$ cat config.mk
export PLATFORM = sky130hd
export DESIGN_NAME = jtag_tap_responder
export DESIGN_NICKNAME = d
export VERILOG_FILES = /design/src/rtl/jtag_tap_responder.sv
export SDC_FILE = /design/constraint.sdc
export NUM_CORES = 1
export LEC_CHECK = 0
export ABC_AREA = 0
export CORE_MARGIN = 2
export CORE_UTILIZATION = 56
export CTS_CLUSTER_DIAMETER = 30
export DETAILED_ROUTE_END_ITERATION = 10
export DONT_BUFFER_PORTS = 1
export HOLD_SLACK_MARGIN = 0.05
export PLACE_DENSITY = 0.74
export SLEW_MARGIN = 10
export SYNTH_ARGS = -nofsm -noshare
export SYNTH_HDL_FRONTEND = slang
export SYNTH_SLANG_ARGS = --single-unit
$ cat constraint.sdc
create_clock -name clk_i -period 2.68 [get_ports clk_i]
set_input_delay 0 -clock clk_i [delete_from_list [all_inputs] [get_ports clk_i]]
set_output_delay 0 -clock clk_i [all_outputs]
set_load 0.01 [all_outputs]
$ cat src/rtl/jtag_tap_responder.sv
// IEEE 1149.1 TAP target oversampled on clk_i: 16-state TAP FSM with IDCODE,
// BYPASS and a 32-bit USER data register bridged to a write/capture strobe port.
module jtag_tap_responder #(
  parameter int unsigned          IR_WIDTH   = 5,
  parameter logic [31:0]          IDCODE_VAL = 32'h249511C3,
  parameter logic [IR_WIDTH-1:0]  IDCODE_IR  = 5'h01,
  parameter logic [IR_WIDTH-1:0]  USER_IR    = 5'h04
) (
  input  logic        clk_i,
  input  logic        rst_i,
  input  logic        jtag_tck_i,
  input  logic        jtag_trst_ni,
  input  logic        jtag_tms_i,
  input  logic        jtag_tdi_i,
  output logic        jtag_tdo_o,
  output logic        jtag_tdo_oe_o,
  input  logic [31:0] user_rdata_i,
  output logic        user_capture_o,
  output logic [31:0] user_wdata_o,
  output logic        user_wvalid_o,
  output logic [3:0]  tap_state_o
);

  // Encoding is visible on tap_state_o: TLR=0, RTI=1 ... UPD_IR=15.
  typedef enum logic [3:0] {
    TLR    = 4'd0,  RTI    = 4'd1,  SEL_DR = 4'd2,  CAP_DR = 4'd3,
    SH_DR  = 4'd4,  EX1_DR = 4'd5,  PAU_DR = 4'd6,  EX2_DR = 4'd7,
    UPD_DR = 4'd8,  SEL_IR = 4'd9,  CAP_IR = 4'd10, SH_IR  = 4'd11,
    EX1_IR = 4'd12, PAU_IR = 4'd13, EX2_IR = 4'd14, UPD_IR = 4'd15
  } tap_state_e;

  localparam logic [IR_WIDTH-1:0] IR_CAPTURE = IR_WIDTH'(5'b00101);

  tap_state_e          state;
  tap_state_e          next_state;
  logic [IR_WIDTH-1:0] ir;
  logic [IR_WIDTH-1:0] ir_shift;
  logic [31:0]         dr_shift;

  logic tck_s1, tck_s2, tck_s3;
  logic tms_s1, tms_s2;
  logic tdi_s1, tdi_s2;
  logic trst_s1, trst_s2;

  logic tck_rise, tck_fall;
  logic sel_idcode, sel_user;

  assign tck_rise    = tck_s2 & ~tck_s3;
  assign tck_fall    = ~tck_s2 & tck_s3;
  assign sel_idcode  = (ir == IDCODE_IR);
  assign sel_user    = (ir == USER_IR);
  assign tap_state_o = state;

  always_comb begin
    next_state = TLR;
    case (state)
      TLR:    next_state = tms_s2 ? TLR    : RTI;
      RTI:    next_state = tms_s2 ? SEL_DR : RTI;
      SEL_DR: next_state = tms_s2 ? SEL_IR : CAP_DR;
      CAP_DR: next_state = tms_s2 ? EX1_DR : SH_DR;
      SH_DR:  next_state = tms_s2 ? EX1_DR : SH_DR;
      EX1_DR: next_state = tms_s2 ? UPD_DR : PAU_DR;
      PAU_DR: next_state = tms_s2 ? EX2_DR : PAU_DR;
      EX2_DR: next_state = tms_s2 ? UPD_DR : SH_DR;
      UPD_DR: next_state = tms_s2 ? SEL_DR : RTI;
      SEL_IR: next_state = tms_s2 ? TLR    : CAP_IR;
      CAP_IR: next_state = tms_s2 ? EX1_IR : SH_IR;
      SH_IR:  next_state = tms_s2 ? EX1_IR : SH_IR;
      EX1_IR: next_state = tms_s2 ? UPD_IR : PAU_IR;
      PAU_IR: next_state = tms_s2 ? EX2_IR : PAU_IR;
      EX2_IR: next_state = tms_s2 ? UPD_IR : SH_IR;
      UPD_IR: next_state = tms_s2 ? SEL_DR : RTI;
      default: next_state = TLR;
    endcase
  end

  always_ff @(posedge clk_i) begin
    if (rst_i) begin
      tck_s1 <= 1'b0; tck_s2 <= 1'b0; tck_s3 <= 1'b0;
      tms_s1 <= 1'b0; tms_s2 <= 1'b0;
      tdi_s1 <= 1'b0; tdi_s2 <= 1'b0;
      trst_s1 <= 1'b1; trst_s2 <= 1'b1;
      state          <= TLR;
      ir             <= IDCODE_IR;
      ir_shift       <= '0;
      dr_shift       <= '0;
      jtag_tdo_o     <= 1'b0;
      jtag_tdo_oe_o  <= 1'b0;
      user_wdata_o   <= '0;
      user_capture_o <= 1'b0;
      user_wvalid_o  <= 1'b0;
    end else begin
      tck_s1 <= jtag_tck_i;   tck_s2 <= tck_s1; tck_s3 <= tck_s2;
      tms_s1 <= jtag_tms_i;   tms_s2 <= tms_s1;
      tdi_s1 <= jtag_tdi_i;   tdi_s2 <= tdi_s1;
      trst_s1 <= jtag_trst_ni; trst_s2 <= trst_s1;
      user_capture_o <= 1'b0;
      user_wvalid_o  <= 1'b0;

      if (!trst_s2) begin
        // TAP reset aborts any scan in flight; user_wdata_o is left alone.
        state         <= TLR;
        ir            <= IDCODE_IR;
        jtag_tdo_o    <= 1'b0;
        jtag_tdo_oe_o <= 1'b0;
      end else if (tck_rise) begin
        state <= next_state;
        if (next_state == TLR) ir <= IDCODE_IR;
        case (state)
          CAP_IR: ir_shift <= IR_CAPTURE;
          SH_IR:  ir_shift <= {tdi_s2, ir_shift[IR_WIDTH-1:1]};
          CAP_DR: begin
            if (sel_idcode) begin
              dr_shift <= IDCODE_VAL;
            end else if (sel_user) begin
              dr_shift       <= user_rdata_i;
              user_capture_o <= 1'b1;
            end else begin
              dr_shift <= '0;
            end
          end
          SH_DR: begin
            // BYPASS is a single stage: only bit 0 is live.
            if (sel_idcode || sel_user) dr_shift <= {tdi_s2, dr_shift[31:1]};
            else                        dr_shift <= {31'b0, tdi_s2};
          end
          default: ;
        endcase
      end else if (tck_fall) begin
        jtag_tdo_o    <= 1'b0;
        jtag_tdo_oe_o <= 1'b0;
        case (state)
          UPD_IR: ir <= ir_shift;
          UPD_DR: begin
            if (sel_user) begin
              user_wdata_o  <= dr_shift;
              user_wvalid_o <= 1'b1;
            end
          end
          SH_IR: begin
            jtag_tdo_o    <= ir_shift[0];
            jtag_tdo_oe_o <= 1'b1;
          end
          SH_DR: begin
            jtag_tdo_o    <= dr_shift[0];
            jtag_tdo_oe_o <= 1'b1;
          end
          default: ;
        endcase
      end
    end
  end

endmodule

==> run summary <==
For the overall overflow remaining after global route, the log shows 0. Sequential cells account for 57.2% of the total power. The logs give 509 for the total number of nets in the final design and 0 for the number of endpoints with negative hold slack in the final report. The run gives 5 as the number of optimization iterations in the first detailed-route pass. The sequential fraction of the synthesis area is 45.4%, and the setup slack of the worst register-to-register path is 0.13 ns. The logs give 78 for the I/O pin count and 2 for the maximum clock path buffer count. The clock group share of total power is 38.1%. Max-cap violations in this run came to 0. CTS root buffer: sky130_fd_sc_hd__clkbuf_8. The number of I/O port buffers was 0; the final core utilization was 67.9%. Leaving out fill and tap cells, the most frequent cell in the layout is sky130_fd_sc_hd__dfxtp_1. The flow ran to the end, and the final reports show no timing, DRC or antenna violations. The number of levels the H-tree was split into is 3, and the data required time of the worst path is 2.98 ns. In this run the vertical extent of the chip is 88.7 um. Number of flops mapped to enable cells by yosys: 0.

The largest single stage delay on the critical path is 0.57 ns. The run gives 206 as the iteration-0 DRC count of the detailed router. For this design the static power due to leakage is 1.78 nW.

Final worst setup slack: 0.128 ns. For the final database, setup skew stands at 0.0130 ns. Across all layers, the routed design uses 3382 vias. The largest net degree at the start of global routing came out at 82. Cell with the biggest individual delay on the critical path: sky130_fd_sc_hd__dlygate4sd3_1. For the worst-case headroom to the max-slew limit, the log shows 35.5%. The logs give 3227 for the via count of the first global-routing pass and 0.00407 mm2 for the area after detailed placement. The endpoint of the lowest-slack register-to-register path is dr_shift[25].

The floorplan step set the die width to 88.7 um. The placer congestion estimate is 0.803. The post-CTS setup buffer count came out at 0. Among all flip-flop cells after synthesis, the most frequent one is sky130_fd_sc_hd__dfxtp_1. The detailed-route wire length per cell works out to 16.9 um. In this run the worst hold path is classified as in -> reg. For the post-synthesis net count, the log shows 487. TritonCTS built the clock tree.

Summed over all nets, the switching power comes to 0.592 mW. Data arrives at the worst endpoint at 2.85 ns. Yosys mapped the design onto 50 distinct sky130hd cell types. The synthesized design contains 91 register bits. The tools report the half-perimeter wire length after detailed placement as 6.03 mm. The nature of the critical path endpoint was a flip-flop.

The number of buffers created by CTS is 9. For hold timing, the worst endpoint is dr_shift[0]. Traced cell by cell, the critical path runs through or3b_1, a211o_1, buf_4, a211o_1, a21oi_1, dlygate4sd3_1. For the number of placement rows, the log shows 30. Setup repair after global routing left no endpoint under its margin. In this run switching power makes up 24.7% of total power.

The critical path contains buffers and inverters numbering 2 combined. The tools report the peak supply drop as 0.314 mV. The overall track demand over capacity in global routing is 25.1%. The initial utilization of the core area, before any placement, comes to 58.5%. Prior to clock tree synthesis, the placed netlist has a worst setup slack of 0.566 ns. The standard cell core area was 0.00687 mm2; the clock-pin transition on the worst setup and hold timing paths was 0.10 ns.

The antenna diode count is 0. For the source-to-sink clock delay at the later pin of the worst-skew pair, the log shows 0.35 ns. For the worst flop-to-flop path, the logic depth is 6. In the final layout, the share of cells above drive strength 1 is 9.09%.

The first global-routing pass estimated 15.4 mm of wire. The worst hold path was traced through 3 stages. After synthesis, the mean cell area works out to 9.01 um2. In the layout the commonest cells are 91 x sky130_fd_sc_hd__dfxtp_1, 55 x sky130_fd_sc_hd__nor2_1, 41 x sky130_fd_sc_hd__nand2_1. Synthesis handed over a netlist of 446 instances.

The clock net in this run drives a total of 91 sinks. Post-synthesis async set-or-reset flop share: 0%. For this run, design rule violations remaining after detail routing come to 0. The worst-margin pin slew is 0.961 ns.

The synthesized netlist occupies a cell area of 0.00402 mm2. In this run the critical register-to-register path is launched from tap_state_o[0]. The design draws 2.39 mW. Once detail routing completed, the nets flagged for antenna violations numbered 0. The total power divided by cell area is 513 mW/mm2. Broken down by cell family, the worst path's largest delay share belongs to compound AO/OA/AOI/OAI gates.

Wires add up to 9.61 mm. Relative to the synthesized area, the layout overhead comes to 16.0%. The run gives 0 as the number of antenna violations at the first check in global routing. The number of max-slew violations in the final report is 0.

Of the total power, combinational logic draws 4.7%. The most repeated library cell on the critical path was sky130_fd_sc_hd__a211o_1. For the final routed database, the setup TNS stands at 0 ns. In this run the worst path has a maximum fanout of 22. Internal power comes to 1.80 mW. The kind of start point of the critical path was a flip-flop. The minimum clock period works out to 2.55 ns. In this run the most critical hold path is launched from user_rdata_i[0]. The worst path uses 95.2% of the clock period. During synthesis, Yosys emitted a total of 0 warnings.

Setup violations remaining at the end of the flow were counted as 0. For the maximum frequency from static timing analysis, the log shows 0.392 GHz. The critical path start-end classification is reg -> reg.

Once layout is done, the placed cells without fillers occupy 0.00466 mm2. The floorplan step defined a die boundary enclosing 0.00787 mm2. The detailed-route vias per instance came out at 5.94.
## repair_timing
| item | CTS | global route |
|---|---|---|
| setup endpoints to repair | 0 | 2 |
| hold buffers | 38 | 0 |
| endpoints found under the hold margin | 90 | 0 |
| gates resized for setup | 0 | 1 |
## cell usage after synthesis, types with 11 or more instances
library cell                count  area share, %
sky130_fd_sc_hd__clkbuf_1      25            2.3
sky130_fd_sc_hd__nor2b_1       15            2.3
sky130_fd_sc_hd__nand2_1       41            3.8
sky130_fd_sc_hd__o2111ai_1     11            2.4
sky130_fd_sc_hd__a21oi_1       30            3.7
sky130_fd_sc_hd__dfxtp_1       91             45
sky130_fd_sc_hd__nand2b_1      14            2.2
sky130_fd_sc_hd__nor2_1        55            5.1
sky130_fd_sc_hd__a211o_1       11            2.4
sky130_fd_sc_hd__nor3_1        14            1.7
sky130_fd_sc_hd__mux2i_1       37            9.2
sky130_fd_sc_hd__o211ai_1      12            2.2
sky130_fd_sc_hd__buf_2         11            1.4
## worst min-delay path, stage by stage
cell	delay, ns
sky130_fd_sc_hd__and3_1	0.13
sky130_fd_sc_hd__o22ai_1	0.13
sky130_fd_sc_hd__a2111oi_0	0.11
## cell families after synthesis
kind of cell             count (synthesis)  synth area share, %
multiplexers                            38                 9.50
AO/OA/AOI/OAI                          102                 18.3
adder cells (fa/ha/maj)                  3                0.935
flip-flops                              91                 45.4
AND/OR/NAND/NOR                        168                 21.2
buffers and inverters                   44                 4.67
## registers in the layout, indices dropped and copies added, names as in the netlist
| register | cells |
|---|---|
| tdi_s2 | 1 |
| user_wdata_o | 32 |
| user_wvalid_o | 1 |
| jtag_tdo_o | 1 |
| tms_s1 | 1 |
| tck_s2 | 1 |
| ir_shift | 5 |
| tck_s3 | 1 |
| ir | 5 |
| trst_s1 | 1 |
| tdi_s1 | 1 |
| trst_s2 | 1 |
| tck_s1 | 1 |
| jtag_tdo_oe_o | 1 |
| tap_state_o | 4 |
| tms_s2 | 1 |
| dr_shift | 32 |
| user_capture_o | 1 |
## metrics by stage
step | hold slack, ns | instances
floorplan | 0.104 | 446
global placement | 0.0775 | 515
detailed placement | 0.0798 | 515
CTS | 0.0508 | 569
global route | 0.0808 | 569
finish | 0.0675 | 569
## worst max-delay path by stage
stage | from | end | slack, ns | depth (start not counted)
after floorplan | tap_state_o[2] | dr_shift[23] | 0.88 | 7
after global placement | ir[1] | dr_shift[23] | 0.60 | 4
after detailed placement | ir[1] | dr_shift[11] | 0.57 | 4
after CTS | tck_s2 | dr_shift[25] | 0.12 | 7
after global routing | tck_s3 | dr_shift[25] | 0.03 | 8
final | tap_state_o[0] | dr_shift[25] | 0.13 | 6
## power by group through the flow
stage	sequential [mW]	combinational, mW	clock [mW]
6_report	1.37	0.113	0.912
5_1_grt	1.37	0.121	0.983
4_1_cts	1.37	0.111	0.920
3_5_place_dp	1.40	0.0443	0
3_3_place_gp	1.40	0.0434	0
2_1_floorplan	1.40	0.0543	0
## cell type report
type	count	area [um2]
timing repair buffer	51	495
sequential	91	1820
inverter	4	15.0
fill	579	2210
multi-input combinational	311	2010
clock buffer	10	138
tap	96	120
clock inverter	6	56.3
## per-layer routing
metal,track usage (%),part of all wire [%]
met2,40.0,47
met1,32.8,44
met4,7.58,1.6
met5,0,0
met3,7.56,7.6
No activity file was read; power rests on OpenSTA's default activity.
